File: config.mk
export PLATFORM = sky130hd
export DESIGN_NAME = t01_button_queue_flat
export DESIGN_NICKNAME = d
export VERILOG_FILES = /design/src/rtl/t01_button_queue_if.sv /design/src/rtl/t01_button_queue.sv /design/src/flat_wrapper.sv
export SDC_FILE = /design/constraint.sdc
export NUM_CORES = 1
export LEC_CHECK = 0
export BUFFER_PORTS_ARGS = -buffer_cell sky130_fd_sc_hd__buf_2
export CAP_MARGIN = 25
export CORE_MARGIN = 2
export CORE_UTILIZATION = 45
export DETAILED_ROUTE_END_ITERATION = 7
export SYNTH_ARGS = -nofsm -noshare
export SYNTH_HDL_FRONTEND = slang
export SYNTH_SLANG_ARGS = --single-unit
File: constraint.sdc
create_clock -name clk -period 2.3 [get_ports clk]
set_clock_uncertainty 0.15 [all_clocks]
set_input_delay 0.23 -clock clk [delete_from_list [all_inputs] [get_ports clk]]
set_output_delay 0.23 -clock clk [all_outputs]
set_load 0.1 [all_outputs]
File: src/rtl/t01_button_queue_if.sv
// Button event stream: one event code per valid/ready transfer.
// Latency: n/a (wires only).
// Backpressure: the producer holds evt_valid/evt_code until evt_ready is sampled high.
//
// Signals:
//   evt_valid  producer -> consumer  head event available
//   evt_code   producer -> consumer  button index of the head event
//   evt_ready  consumer -> producer  head event accepted this cycle
interface t01_button_queue_if #(
  parameter int CODE_W = 2
);
  logic              evt_valid;
  logic [CODE_W-1:0] evt_code;
  logic              evt_ready;

  modport master (output evt_valid, output evt_code, input evt_ready);
  modport slave  (input evt_valid, input evt_code, output evt_ready);
endinterface

File: src/rtl/t01_button_queue.sv
// Turns debounced button pulses into one queued event per rising edge.
// Latency: 2 cycles from btn_in rising to evt_valid on an empty queue.
// Backpressure: full queue holds events in the pending mask; presses on an already pending button coalesce.
//
// Ports:
//   clk         system clock
//   nrst        asynchronous active-low reset
//   btn_in      debounced button levels, synchronous to clk
//   evt         event stream (master): evt_valid / evt_code out, evt_ready in
//   fifo_count  queue occupancy, 0..DEPTH
//   ovf_clr     clears the dropped flag
//   dropped     sticky coalesce flag
// Optional feature macro: T01_BTN_DROP_FLAG_EN enables the dropped flag;
// when undefined, dropped is tied low and ovf_clr is ignored.
module t01_button_queue #(
  parameter int NUM_BTN = 4,
  parameter int DEPTH   = 4,
  parameter int CODE_W  = 2,
  parameter int CNT_W   = 3
) (
  input  logic                clk,
  input  logic                nrst,
  input  logic [NUM_BTN-1:0]  btn_in,
  t01_button_queue_if.master  evt,
  output logic [CNT_W-1:0]    fifo_count,
  input  logic                ovf_clr,
  output logic                dropped
);

  localparam int PTR_W = $clog2(DEPTH);

  logic [NUM_BTN-1:0] btn_q;
  logic [NUM_BTN-1:0] pending;
  logic [NUM_BTN-1:0] rise;
  logic [NUM_BTN-1:0] lowest;
  logic [NUM_BTN-1:0] clr_mask;
  logic [CODE_W-1:0]  push_code;
  logic [CODE_W-1:0]  mem [DEPTH];
  logic [PTR_W-1:0]   wr_ptr;
  logic [PTR_W-1:0]   rd_ptr;
  logic [CNT_W-1:0]   count;
  logic [CODE_W-1:0]  last_code;
  logic               not_empty;
  logic               pop;
  logic               can_push;
  logic               push;
  logic               coalesce;

  assign rise      = btn_in & ~btn_q;
  assign not_empty = (count != '0);
  assign pop       = not_empty & evt.evt_ready;
  // A full queue still takes a push when the head leaves in the same cycle.
  assign can_push  = (count != CNT_W'(DEPTH)) | pop;
  assign push      = (pending != '0) & can_push;
  assign clr_mask  = push ? lowest : '0;
  // A rise on the bit being pushed this cycle is a fresh event, not a merge.
  assign coalesce  = |(rise & pending & ~clr_mask);

  // Lowest set pending bit: scanning downward lets the last hit win.
  always_comb begin
    lowest    = '0;
    push_code = '0;
    for (int i = NUM_BTN - 1; i >= 0; i--) begin
      if (pending[i]) begin
        lowest    = '0;
        lowest[i] = 1'b1;
        push_code = CODE_W'(i);
      end
    end
  end

  always_ff @(posedge clk or negedge nrst) begin
    if (!nrst) begin
      // All ones so a button held through reset does not look like a press.
      btn_q     <= '1;
      pending   <= '0;
      wr_ptr    <= '0;
      rd_ptr    <= '0;
      count     <= '0;
      last_code <= '0;
    end else begin
      btn_q   <= btn_in;
      pending <= (pending & ~clr_mask) | rise;
      if (push) begin
        wr_ptr <= wr_ptr + PTR_W'(1);
      end
      if (pop) begin
        rd_ptr    <= rd_ptr + PTR_W'(1);
        last_code <= mem[rd_ptr];
      end
      case ({push, pop})
        2'b10:   count <= count + CNT_W'(1);
        2'b01:   count <= count - CNT_W'(1);
        default: count <= count;
      endcase
    end
  end

  // Storage needs no reset: pointers and count define which entries are live.
  always_ff @(posedge clk) begin
    if (push) begin
      mem[wr_ptr] <= push_code;
    end
  end

  assign evt.evt_valid = not_empty;
  // Head entry while non-empty; the last popped code once drained.
  assign evt.evt_code  = not_empty ? mem[rd_ptr] : last_code;
  assign fifo_count    = count;

`ifdef T01_BTN_DROP_FLAG_EN
  logic dropped_q;

  // Coalesce takes priority over a same-cycle clear.
  always_ff @(posedge clk or negedge nrst) begin
    if (!nrst) begin
      dropped_q <= 1'b0;
    end else if (coalesce) begin
      dropped_q <= 1'b1;
    end else if (ovf_clr) begin
      dropped_q <= 1'b0;
    end
  end

  assign dropped = dropped_q;
`else
  logic unused_drop_inputs;

  assign unused_drop_inputs = ovf_clr ^ coalesce;
  assign dropped            = 1'b0;
`endif

endmodule
File: src/flat_wrapper.sv
// flat-port wrapper written by rule: the top's interface ports become plain ports
module t01_button_queue_flat 
#(
  parameter int NUM_BTN = 4,
  parameter int DEPTH   = 4,
  parameter int CODE_W  = 2,
  parameter int CNT_W   = 3
)
  (clk, nrst, btn_in, fifo_count, ovf_clr, dropped, evt_evt_valid, evt_evt_code, evt_evt_ready);
  t01_button_queue_if #(.CODE_W(CODE_W)) evt_i ();
  input  logic clk;
  input  logic nrst;
  input  logic [NUM_BTN-1:0] btn_in;
  output logic [CNT_W-1:0] fifo_count;
  input  logic ovf_clr;
  output logic dropped;
  output wire logic [$bits(evt_i.evt_valid)-1:0] evt_evt_valid;
  output wire logic [$bits(evt_i.evt_code)-1:0] evt_evt_code;
  input wire logic [$bits(evt_i.evt_ready)-1:0] evt_evt_ready;
  assign evt_evt_valid = evt_i.evt_valid;
  assign evt_evt_code = evt_i.evt_code;
  assign evt_i.evt_ready = evt_evt_ready;
  t01_button_queue #(.NUM_BTN(NUM_BTN), .DEPTH(DEPTH), .CODE_W(CODE_W), .CNT_W(CNT_W)) u_core (.clk(clk), .nrst(nrst), .btn_in(btn_in), .evt(evt_i), .fifo_count(fifo_count), .ovf_clr(ovf_clr), .dropped(dropped));
endmodule
==> results of run 1 <==
-- metal layers --
metal	GRT usage	wire length, microns	vias up
li1	-	-	322
met1	0.174	741	309
met2	0.207	736	14
met3	0.0333	57	4
met4	0.0641	20	0
met5	0	0	-
-- cell families after synthesis --
| kind of cell | after synthesis | synth area share |
|---|---|---|
| AOI/OAI and AO/OA | 9 | 0.0515 |
| xor gates and xnor gates | 6 | 0.0470 |
| adders and majority gates | 6 | 0.0738 |
| buffers and inverters | 12 | 0.0436 |
| DFF | 25 | 0.600 |
| muxes | 8 | 0.103 |
| other | 1 | 0.00335 |
| and+or+nand+nor | 14 | 0.0783 |
-- worst max-delay path, delay by kind of cell, from the launching register on --
family	cells	cell delay (ns)
buf+inv	1	0.28
flops	1	0.44
mux	2	0.80
-- flip-flops by register name, summed over array words and instances, names as in the netlist --
register / cells
u_core.mem: 8
u_core.wr_ptr: 2
u_core.fifo_count: 3
u_core.rd_ptr: 2
u_core.btn_q: 4
u_core.pending: 4
u_core.last_code: 2
-- cells in the mapped netlist --
library cell	n
ha_1	5
dfrtp_1	13
inv_1	11
mux2_2	4
conb_1	1
mux2i_1	1
mux4_2	2
nor3_1	2
nor4b_4	1
xnor2_1	3
o22ai_1	1
edfxtp_1	8
o41ai_1	1
fa_1	1
xor2_1	3
or3_1	1
nand2_1	2
dfstp_2	4
o21ai_0	4
o31a_1	1
a21oi_2	1
mux2_4	1
buf_4	1
nor2_1	4
a21oi_1	1
and2_1	4
-- metrics by stage --
stage	cells	worst slack, ns	instance area (sq um)
floorplan	81	-0.0528	1140
global placement	124	0.138	1240
detailed placement	124	0.136	1240
CTS	133	0.000999	1320
global route	135	0.00183	1340
finish	135	0.0947	1340
-- layout make-up --
class | count | area share
sequential | 25 | 0.509
multi-input combinational | 44 | 0.305
timing repair buffer | 21 | 0.108
inverter | 11 | 0.0308
tap | 30 | 0.0280
clock buffer | 4 | 0.0196
-- what timing repair did --
| action | 4_1_cts | 5_1_grt |
|---|---|---|
| hold buffers | 5 | 0 |
| setup endpoints to repair | 0 | 3 |
| resized for setup | 0 | 3 |
| buffers inserted | 0 | 2 |
| hold endpoints to repair | 21 | 0 |
-- worst paths after layout --
path                       slack, ns                    to                 start
setup / recovery                0.09       evt_evt_code[1]      u_core.rd_ptr[0]
hold / removal                  0.20   u_core.last_code[1]                  nrst
setup reg to reg                0.14  u_core.fifo_count[2]  u_core.fifo_count[0]
hold reg to reg                 0.37   u_core.last_code[1]   u_core.last_code[1]
max in group asynchronous       1.48       u_core.btn_q[3]                  nrst
min in group clk                0.24     u_core.pending[0]         evt_evt_ready
==> run_results.csv, run 1 <==
group,metric,value,unit
setup_path,critPathKind,"reg2out",
synth,synth.distinct_cells,26,
setup_path,max_stage_delay,0.52,ns
synth,synth-seq-cells,25,
grt,grt_pass1_vias,638,
clocking,path_clk_slew,0.13,ns
timing,setup_viol,0,
synth,netlist.area_leader.share,0.291,
synth,synthesis.nets,95,
routing,ant_nets,0,
synth,ys_seq_area_frac,0.600,
clocking,clkLatencyLatePin,0.31,ns
floorplan,fp.dieH,53.9,microns
setup_path,cp_slowest_cell,"mux4_2",
clocking,cts.path.max_buffers,2,
placement,gp_congestion,0.712,
setup_path,startpoint_type,"flip-flop",
timing,tns,0,ns
placement,hpwl,1.17,mm
grt,antenna_found_initial,0,
cells_and_area,nFillCells,188,
synth,netlist_area,1120,sq um
placement,io_buffers,12,
synth,synth_area_leaders,"dfrtp_1, edfxtp_1, dfstp_2",
synth,yosys_warnings,0,
setup_path,crit_fanout,4,
clocking,cts_buffers,3,
clocking,htree_num_levels,1,
clocking,cts_root_buf,"clkbuf_4",
grt,grt_use_total,0.133,
routing,dr.pass1.iters,5,
grt,grt_pass1_wl,2.65,mm
cells_and_area,drive_above_1_share,0.381,
setup_path,cp.arrival,1.83,ns
synth,avgSynthCellArea,13.8,sq um
routing,drt_iter0_drc,11,
clocking,tritoncts,"built",
run_status,status,"finished, final reports clean",
cells_and_area,most-common-layout-cells,"inv_1, buf_2, dfrtp_1",
routing,wl,1.56,mm
timing,maxSlewViolCount,0,
setup_path,cp.required,1.92,ns
cells_and_area,multi_input_area,409,sq um
setup_path,worstRegToRegCells,9,
cells_and_area,fin_util,0.557,
floorplan,initial_core_util,0.464,
setup_path,setup.worst_path.end_class,"output pin",
floorplan,die_x,53.9,microns
floorplan,pin_count,15,
cells_and_area,num-nets-final,120,
cells_and_area,regArea,683,sq um
clocking,clock_sinks,25,
grt,gr-total-overflow,0,
synth,synthCells,81,
routing,remaining_drc_errors,0,
floorplan,core-area,2410,sq um
floorplan,rows,18,
setup_path,path_cells,"mux4_2, mux2_2, clkbuf_4",
cells_and_area,diodes,0,
timing,report.final.hold_viol_count,0,
flow_run,cap_viol_max_count,0,
synth,synth.largest_area_cell,"dfrtp_1",
floorplan,die_area,2900,sq um
routing,num_vias,649,
routing,via_per_inst,4.81,
grt,grt_max_degree,18,
timing,rsz0062_at_grt,"no",
cells_and_area,area_growth_syn_to_layout,20.0,%
timing,period_share,0.959,
timing,period_needed,2.21,ns
worst_hold_path,min_path_type,"in2async",
routing,routedWlPerCell,11.5,microns
timing,worst_hold_slack,0.199,ns
timing,clock.fmax,0.453,GHz
Power of run 1 is left out: the tool's default activity adds up to more than one toggle a clock period on the data nets, which glitch-free logic cannot reach.
==> inputs of run 2 (changes only) <==
Settings changed: RECOVER_POWER from default to 50.
==> run 2 against run 1 <==
Compared with the run above: register-to-register slack hardly changed; clock-buffer cell count stayed put; core utilization is 0.16 points lower; die area stayed put; final cell count stayed put; flip-flop and latch count stayed put; cell area is 0.28% lower; via count stayed put; worst hold slack better by 0.036 ns; sequential share of layout area is 0.14 points higher; global-route usage stayed put; critical endpoint unchanged; largest cell class unchanged; highest routed layer unchanged.
==> run_results.csv, run 2 (same netlist as run 1, synthesis figures left out) <==
group,metric,value,unit
routing,wl_met3,57,microns
timing,worst_pin_slew,0.896,ns
cells_and_area,final_common_cell,"inv_1",
routing,via_per_inst,4.81,
placement,gp_congestion,0.712,
floorplan,die_area,2900,sq um
clocking,cts.path.max_buffers,2,
routing,met1_length,739,microns
setup_path,cp.required,1.92,ns
setup_path,startpoint_type,"flip-flop",
cells_and_area,nFillCells,190,
grt,gr-total-overflow,0,
timing,maxSlewViolCount,0,
timing,period_needed,2.20,ns
routing,dr.pass1.iters,5,
timing,worst_hold_slack,0.236,ns
clocking,path_clk_slew,0.13,ns
cells_and_area,drive_above_1_share,0.352,
cells_and_area,area_growth_syn_to_layout,19.7,%
cells_and_area,largest_reg_flops,8,
setup_path,setup.worst_path.end_class,"output pin",
timing,report.final.hold_viol_count,0,
timing,slew_headroom,0.402,
setup_path,critPathKind,"reg2out",
flow_run,cap_viol_max_count,0,
timing,setup_viol,0,
run_status,status,"finished, final reports clean",
routing,wl,1.55,mm
setup_path,crit_buf_inv,1,
clocking,clkLatencyLatePin,0.31,ns
setup_path,crit_fanout,4,
timing,rsz0062_at_grt,"no",
worst_hold_path,min_path_type,"in2reg",
floorplan,die_x,53.9,microns
cells_and_area,num-nets-final,120,
floorplan,initial_core_util,0.464,
clocking,htree_num_levels,1,
cells_and_area,regMostFlops,"u_core.mem",
routing,drt_iter0_drc,11,
routing,routedWlPerCell,11.5,microns
grt,antenna_found_initial,0,
cells_and_area,most-common-layout-cells,"inv_1, dfrtp_1, edfxtp_1",
grt,grt_max_degree,18,
grt,grt_use_total,0.133,
setup_path,max_stage_delay,0.52,ns
clocking,tritoncts,"built",
placement,hpwl,1.17,mm
routing,ant_nets,0,
placement,place_ws,0.136,ns
routing,remaining_drc_errors,0,
timing,period_share,0.957,
floorplan,core-area,2410,sq um
clocking,cts_buffers,3,
setup_path,cp_slowest_cell,"mux4_2",
timing,clock.fmax,0.454,GHz
setup_path,path_cells,"mux4_2, mux2_2, clkbuf_4",
floorplan,pin_count,15,
setup_path,cp_top_family,"multiplexers",
cells_and_area,largest_registers,"u_core.mem: 8 flops, u_core.btn_q: 4 flops, u_core.pending: 4 flops",
grt,grt_pass1_wl,2.65,mm
cells_and_area,diodes,0,
routing,top_layer,"met4",
floorplan,fp.dieH,53.9,microns
clocking,clock_sinks,25,
setup_path,cp.arrival,1.82,ns
floorplan,rows,18,
routing,num_vias,649,
timing,postLayoutSetupSlackWorst,0.0982,ns
placement,io_buffers,12,
clocking,cts_root_buf,"clkbuf_4",
routing,met2_length,736,microns
grt,grt_pass1_vias,638,
[run 2: final timing paths]
path | start | end | slack, ns | cells past startpoint
worst max-delay path | u_core.rd_ptr[0] | evt_evt_code[1] | 0.1 | 3
max in group asynchronous | nrst | u_core.fifo_count[1] | 0.96 | 2
worst max register to register | u_core.fifo_count[0] | u_core.fifo_count[2] | 0.14 | 9
min in group asynchronous | nrst | u_core.last_code[1] | 0.39 | 2
worst min register to register | u_core.last_code[1] | u_core.last_code[1] | 0.37 | 1
worst min-delay path | evt_evt_ready | u_core.pending[0] | 0.24 | 5
[run 2: layer usage]
layer | vias to the layer above | track usage
li1 | 323 | -
met1 | 308 | 0.174
met2 | 14 | 0.207
met3 | 4 | 0.0333
met4 | 0 | 0.0641
met5 | - | 0
[run 2: stage by stage]
stage	std cells	cell area, sq um	utilization	setup TNS (ns)
final	135	1340	0.556	0
after global routing	135	1340	0.556	0
after CTS	133	1320	0.548	0
after detailed placement	124	1240	0.517	0
after global placement	124	1240	0.517	0
after floorplan	81	1140	-	-0.0528
[run 2: repair_timing]
item                       4_1_cts  5_1_grt
gates resized for setup          0        3
setup buffers                    0        2
setup endpoints to repair        0        3
hold buffers                     5        0
hold endpoints to repair        21        0
[run 2: worst register-to-register path, stage by stage, from the launching register on]
cell and delay [ns]:
dfrtp_4 0.54, nor4b_4 0.34, a21oi_2 0.06, inv_1 0.06, ha_2 0.18, inv_2 0.04
fa_2 0.33, xor2_1 0.15, nor2_1 0.11, xor2_1 0.14
[run 2: cell type report]
type                       instances  area [sq um]  area share
clock buffer                       4          26.3      0.0196
sequential                        25           683       0.510
multi-input combinational         44           409       0.306
tap                               30          37.5      0.0280
timing repair buffer              21           141       0.106
inverter                          11          41.3      0.0308
Power of run 2 is left out for the same reason.
